`src/rtl/counter_load_sequencer_pkg.sv`:
```
// Shared definitions for the modulus-47 counter and its load sequencer.
// Keeps the counter width, the largest legal count and the sequencer FSM
// encoding in one place so the counter and its controller cannot drift apart.
package counter_load_sequencer_pkg;

  // Data width of the counter output and of the preset value.
  localparam int CNT_WIDTH       = 8;
  // Largest value the counter ever shows (count range 0..46).
  localparam int CNT_MODULUS_MAX = 46;
  // Re-load attempts after a failed verify before reporting an error.
  localparam int SEQ_MAX_RETRIES = 2;

  // Width of a counter that must hold 0..max_retries; never below one bit.
  function automatic int retry_bits(input int max_retries);
    return (max_retries < 1) ? 1 : $clog2(max_retries + 1);
  endfunction

  localparam int SEQ_RETRY_W = retry_bits(SEQ_MAX_RETRIES);

  // Sequencer states: waiting for a request, strobing the load, reading back.
  typedef enum logic [1:0] {
    ST_IDLE   = 2'd0,
    ST_LOAD   = 2'd1,
    ST_VERIFY = 2'd2
  } seq_state_t;

endpackage

```
`src/rtl/counter_load_sequencer.sv`:
```
// Accepts preset requests, range-checks them, strobes the counter load for one
// cycle, then reads the counter back and retries up to MAX_RETRIES times.
// Latency: accept edge to done_out is 3 cycles; each retry adds 2 cycles.
// Backpressure: req_ready_out is high only in IDLE; the requester holds valid.
module counter_load_sequencer
  import counter_load_sequencer_pkg::*;
#(
  parameter int WIDTH       = CNT_WIDTH,
  parameter int MODULUS_MAX = CNT_MODULUS_MAX,
  parameter int MAX_RETRIES = SEQ_MAX_RETRIES
) (
  input  logic             clk,
  input  logic             reset_al_in,
  input  logic             req_valid_in,
  input  logic [WIDTH-1:0] req_value_in,
  output logic             req_ready_out,
  input  logic             abort_in,
  output logic             load_out,
  output logic [WIDTH-1:0] d_out,
  input  logic [WIDTH-1:0] count_in,
  output logic             busy_out,
  output logic             done_out,
  output logic             err_range_out,
  output logic             err_verify_out
);

  localparam int               RETRY_W   = retry_bits(MAX_RETRIES);
  localparam logic [WIDTH-1:0] VALUE_MAX = WIDTH'(MODULUS_MAX);
  localparam logic [RETRY_W-1:0] RETRY_LIMIT = RETRY_W'(MAX_RETRIES);

  seq_state_t         state_q, state_d;
  logic [RETRY_W-1:0] retry_q, retry_d;
  logic [WIDTH-1:0]   d_q, d_d;
  logic               load_q, load_d;
  logic               done_q, done_d;
  logic               err_range_q, err_range_d;
  logic               err_verify_q, err_verify_d;

  // Decoded request conditions. Abort in IDLE blocks acceptance even though
  // ready stays high, so the requester simply retries on a later edge.
  logic accept;
  logic value_ok;
  logic count_match;
  logic retries_left;

  assign accept       = (state_q == ST_IDLE) && req_valid_in && !abort_in;
  assign value_ok     = (req_value_in <= VALUE_MAX);
  assign count_match  = (count_in == d_q);
  assign retries_left = (retry_q < RETRY_LIMIT);

  // State register.
  always_ff @(posedge clk or negedge reset_al_in) begin
    if (!reset_al_in) begin
      state_q <= ST_IDLE;
    end else begin
      state_q <= state_d;
    end
  end

  // Next-state logic; abort wins over every transition out of LOAD/VERIFY.
  always_comb begin
    state_d = state_q;
    case (state_q)
      ST_IDLE: begin
        if (accept && value_ok) begin
          state_d = ST_LOAD;
        end
      end
      ST_LOAD: begin
        state_d = abort_in ? ST_IDLE : ST_VERIFY;
      end
      ST_VERIFY: begin
        if (abort_in || count_match || !retries_left) begin
          state_d = ST_IDLE;
        end else begin
          state_d = ST_LOAD;
        end
      end
      default: begin
        state_d = ST_IDLE;
      end
    endcase
  end

  // Next values of the registered outputs: load strobe, captured data,
  // retry count and the three mutually exclusive status pulses.
  always_comb begin
    load_d       = 1'b0;
    d_d          = d_q;
    retry_d      = retry_q;
    done_d       = 1'b0;
    err_range_d  = 1'b0;
    err_verify_d = 1'b0;
    case (state_q)
      ST_IDLE: begin
        if (accept) begin
          if (value_ok) begin
            d_d     = req_value_in;
            retry_d = '0;
            load_d  = 1'b1;
          end else begin
            err_range_d = 1'b1;
          end
        end
      end
      ST_VERIFY: begin
        if (!abort_in) begin
          if (count_match) begin
            done_d = 1'b1;
          end else if (retries_left) begin
            retry_d = retry_q + RETRY_W'(1);
            load_d  = 1'b1;
          end else begin
            err_verify_d = 1'b1;
          end
        end
      end
      default: begin
        // LOAD only drops the strobe; the captured value stays on d_out.
      end
    endcase
  end

  // Output and datapath registers.
  always_ff @(posedge clk or negedge reset_al_in) begin
    if (!reset_al_in) begin
      load_q       <= 1'b0;
      d_q          <= '0;
      retry_q      <= '0;
      done_q       <= 1'b0;
      err_range_q  <= 1'b0;
      err_verify_q <= 1'b0;
    end else begin
      load_q       <= load_d;
      d_q          <= d_d;
      retry_q      <= retry_d;
      done_q       <= done_d;
      err_range_q  <= err_range_d;
      err_verify_q <= err_verify_d;
    end
  end

  assign req_ready_out  = (state_q == ST_IDLE);
  assign busy_out       = (state_q != ST_IDLE);
  assign load_out       = load_q;
  assign d_out          = d_q;
  assign done_out       = done_q;
  assign err_range_out  = err_range_q;
  assign err_verify_out = err_verify_q;

endmodule

```
`config.mk`:
```
export PLATFORM = sky130hd
export DESIGN_NAME = counter_load_sequencer
export DESIGN_NICKNAME = d
export VERILOG_FILES = /design/src/rtl/counter_load_sequencer_pkg.sv /design/src/rtl/counter_load_sequencer.sv
export SDC_FILE = /design/constraint.sdc
export NUM_CORES = 1
export LEC_CHECK = 0
export ABC_AREA = 1
export BUFFER_PORTS_ARGS = -buffer_cell sky130_fd_sc_hd__buf_2
export CAP_MARGIN = 20
export CORE_MARGIN = 8
export CORE_UTILIZATION = 45
export CTS_CLUSTER_DIAMETER = 30
export CTS_CLUSTER_SIZE = 25
export DETAILED_ROUTE_END_ITERATION = 10
export PLACE_DENSITY = 0.82
export SYNTH_ARGS = -nofsm -noshare
export SYNTH_HDL_FRONTEND = slang
export SYNTH_SLANG_ARGS = --single-unit
```
`constraint.sdc`:
```
create_clock -name clk -period 1.5 [get_ports clk]
set_clock_uncertainty 0.15 [all_clocks]
set_input_delay 0.15 -clock clk [delete_from_list [all_inputs] [get_ports clk]]
set_output_delay 0.15 -clock clk [all_outputs]
set_load 0.005 [all_outputs]
```
==> qor.txt <==
Syn. warnings -> 0
Maximum root-to-sink buffer count -> 2
Biggest fanout along the worst timing path -> 4
Max incr delay on CP -> 0.41 ns
Top-area cell type share of the netlist area -> 50.8%
Routed vias -> 834
Iteration count of the initial detailed-routing pass -> 4
Count of final max-slew check failures -> 0
Overall die area -> 3350 um2
Area grow syn2layout -> 43.3%
Status -> finished, final reports clean
Wire length of the first global-routing pass -> 3520 um
Largest net degree at the start of global routing -> 17
Area after detailed placement -> 975 um2
GRT overflow -> 0
Clock transition at the registers of the reported paths -> 0.09 ns
CTS Root Cell -> sky130_fd_sc_hd__clkbuf_4
Most used flip-flop cell after synthesis -> sky130_fd_sc_hd__dfrtp_1
Yosys cell types -> 15
Most frequent cell after synthesis -> sky130_fd_sc_hd__nand2_1
Post-Layout Inst Area -> 1130 um2
GRT Resource Usage Total -> 13.9%
Aggregate routed wire length -> 2320 um
Mean cell area of the mapped netlist -> 7.80 um2
Count of antenna diodes in the layout -> 0
Max-capacitance violation count -> 0
Final HPWL from detailed placement -> 1540 um
Final count of negative-setup-slack endpoints -> 0
Routed len/inst -> 14.1 um
Initial DRC Count -> 26
Routability-driven placement congestion ratio -> 0.766
Ordered list of cells on the worst path -> inv_2, nand2_2, nand2_2, nand3_2, nor2_2, nand2_1, nand2_2, nand2_2, nand2_1, nand2_1
Worst path arrival time -> 1.50 ns
Placement Rows -> 15
Number of global-route vias before repair -> 802
Path category of the worst min-delay check -> input pin to register
Via density per instance -> 5.05
Buffers & Inverters on Critical Path -> 1
Initial antenna violation count -> 0
Cells taking the most area after synthesis -> sky130_fd_sc_hd__dfrtp_1 51%, sky130_fd_sc_hd__nand2_1 18%, sky130_fd_sc_hd__inv_1 5.7%, sky130_fd_sc_hd__nor2_1 3.3%, sky130_fd_sc_hd__xnor2_1 3.3%
CP endpoint -> retry_q[1]
Finished Core Util -> 66.9%
CTS tree -> built
DRC violations left -> 0
Effective utilization at floorplan -> 46.7%
Maximum clock frequency -> 686 MHz
Max VDD drop -> 0.568 mV
Number of buffers added by the clock tree synthesis step -> 3
Most used cell, CP -> sky130_fd_sc_hd__nand2_2
Total count of hold-check failures in the final report -> 0
Ratio of total power to cell area -> 949 nW/um2
Part of the cycle the worst path needs -> 97.1%
Hold wc startpoint -> req_value_in[6]
Worst reg2reg path startpoint -> d_out[5]
Number of antenna-violating nets in the routed design -> 0
Highest-delay cell along the critical path -> sky130_fd_sc_hd__dfrtp_1
Number of register bits inferred by synthesis -> 16
Global routing usage on met2 -> 24.7%
Minimum setup slack among reg-to-reg paths -> 0.04 ns
Post-synth EDFFs -> 0
Busiest metal layer after global routing -> met2
Layout net count -> 169
Critical Path Stages -> 10
Fillers -> 131
Ratio of cells with drive above 1 in the final layout -> 37.2%
Category of the worst setup path launch point -> register
Capturing point of the worst reg2reg path -> retry_q[1]
Critical Path RT -> 1.54 ns
Crit path capture type -> register
Sequential share of the synthesized area -> 50.8%
Max-slew headroom -> 76.5%
Number of nets produced by synthesis -> 121
Min Clock Period, post-route -> 1.46 ns
Library cell with the largest summed area after synthesis -> sky130_fd_sc_hd__dfrtp_1
Share of async-settable or async-resettable flops after synthesis -> 100%
Clk Latency, worst-skew pair -> 0.29 ns
Crit path max-delay family -> simple AND/OR/NAND/NOR gates
Clock H-tree levels -> 1
Depth of the worst register-to-register path -> 10
Static leakage -> 0.665 nW
TritonCTS sink count -> 16
GR met3 Demand/Resource -> 3.75%
Critical setup path kind -> register to register
Met1 track utilization from global routing -> 13.5%
Mapped cell area -> 788 um2
Synth cell count leaders -> 38 x sky130_fd_sc_hd__nand2_1, 16 x sky130_fd_sc_hd__dfrtp_1, 12 x sky130_fd_sc_hd__inv_1, 7 x sky130_fd_sc_hd__nor2_1, 5 x sky130_fd_sc_hd__o21ai_1
Slew at the pin closest to its max-slew limit -> 0.353 ns
Die W -> 57.9 um
Post-Synthesis Cells -> 101
Ports -> 34
Launching instance or port of the critical path -> d_out[5]
Core area -> 1690 um2
Input/output buffers -> 33
Die height -> 57.9 um
[cell usage in the layout (no fill, tap or decap), types with 4 or more instances in the layout]
| cell | count |
|---|---|
| sky130_fd_sc_hd__nand2_2 | 6 |
| sky130_fd_sc_hd__inv_2 | 4 |
| sky130_fd_sc_hd__nor2_1 | 5 |
| sky130_fd_sc_hd__inv_1 | 12 |
| sky130_fd_sc_hd__buf_2 | 33 |
| sky130_fd_sc_hd__dlygate4sd3_1 | 9 |
| sky130_fd_sc_hd__dfrtp_1 | 16 |
| sky130_fd_sc_hd__nand2_1 | 35 |
| sky130_fd_sc_hd__o21ai_1 | 4 |
[per-stage QoR]
| step | hold WS, ns | setup slack, ns | TNS (ns) | power, mW | instances |
|---|---|---|---|---|---|
| global route | 0.0425 | -0.0480 | -0.110 | 1.13 | 165 |
| global placement | -0.0691 | 0.123 | 0 | 0.735 | 151 |
| floorplan | -0.296 | 0.205 | 0 | 0.635 | 101 |
| CTS | 0.0299 | 0.0362 | 0 | 1.05 | 164 |
| detailed placement | -0.0673 | 0.0875 | 0 | 0.745 | 151 |
| finish | 0.0274 | 0.0429 | 0 | 1.07 | 165 |
[worst register-to-register path, stage by stage (launching register included)]
cell and delay, ns:
sky130_fd_sc_hd__dfrtp_1 0.41, sky130_fd_sc_hd__inv_2 0.07, sky130_fd_sc_hd__nand2_2 0.05, sky130_fd_sc_hd__nand2_2 0.07
sky130_fd_sc_hd__nand3_2 0.08, sky130_fd_sc_hd__nor2_2 0.15, sky130_fd_sc_hd__nand2_1 0.10, sky130_fd_sc_hd__nand2_2 0.10
sky130_fd_sc_hd__nand2_2 0.07, sky130_fd_sc_hd__nand2_1 0.06, sky130_fd_sc_hd__nand2_1 0.05
[routing by layer]
layer | wire length [um] | share of wire (%)
met3 | 143 | 6.2
met4 | 91 | 3.9
met2 | 1230 | 53
met1 | 854 | 37
met5 | 0 | 0
[where the power goes]
part	leakage (nW)	internal, mW	switching [mW]
combinational	0.432	0.123	0.141
sequential	0.212	0.478	0.0388
clock	0.0210	0.148	0.143
[layout make-up]
cell class,count,area (um2),area share [%]
Multi-Input combinational cell,68,340,30.1
Timing Repair Buffer,43,263,23.3
Inverter,17,68.8,6.09
Clock buffer,4,36.3,3.21
Sequential cell,16,400,35.4
Tap cell,17,21.3,1.88
[worst min path at each step]
stage / endpoint / slack (ns) / cells after the start
after global routing: err_range_out / 0.04 / 3
after floorplan: d_out[0] / -0.30 / 0
after CTS: err_range_out / 0.03 / 3
after detailed placement: d_out[0] / -0.07 / 1
final: err_range_out / 0.03 / 3
after global placement: d_out[0] / -0.07 / 1
[registers in the layout, indices dropped and copies added (netlist names)]
name            flops
err_range_out       1
done_out            1
retry_q             2
d_out               8
load_out            1
err_verify_out      1
state_q             2
[logic make-up after synthesis]
logic type             synth area share [%]
buffers and inverters                  8.73
AO/OA/AOI/OAI                          5.71
XOR/XNOR                               3.33
flip-flops                             50.8
AND/OR/NAND/NOR                        31.4
[timing repair]
| action | in CTS | in global routing |
|---|---|---|
| hold buffers | 9 | 0 |
| setup buffers | 0 | 1 |
| gates resized for setup | 0 | 7 |
| hold endpoints to repair | 24 | 0 |
| endpoints found under the setup margin | 0 | 7 |
No activity file was read; power rests on OpenSTA's default activity.
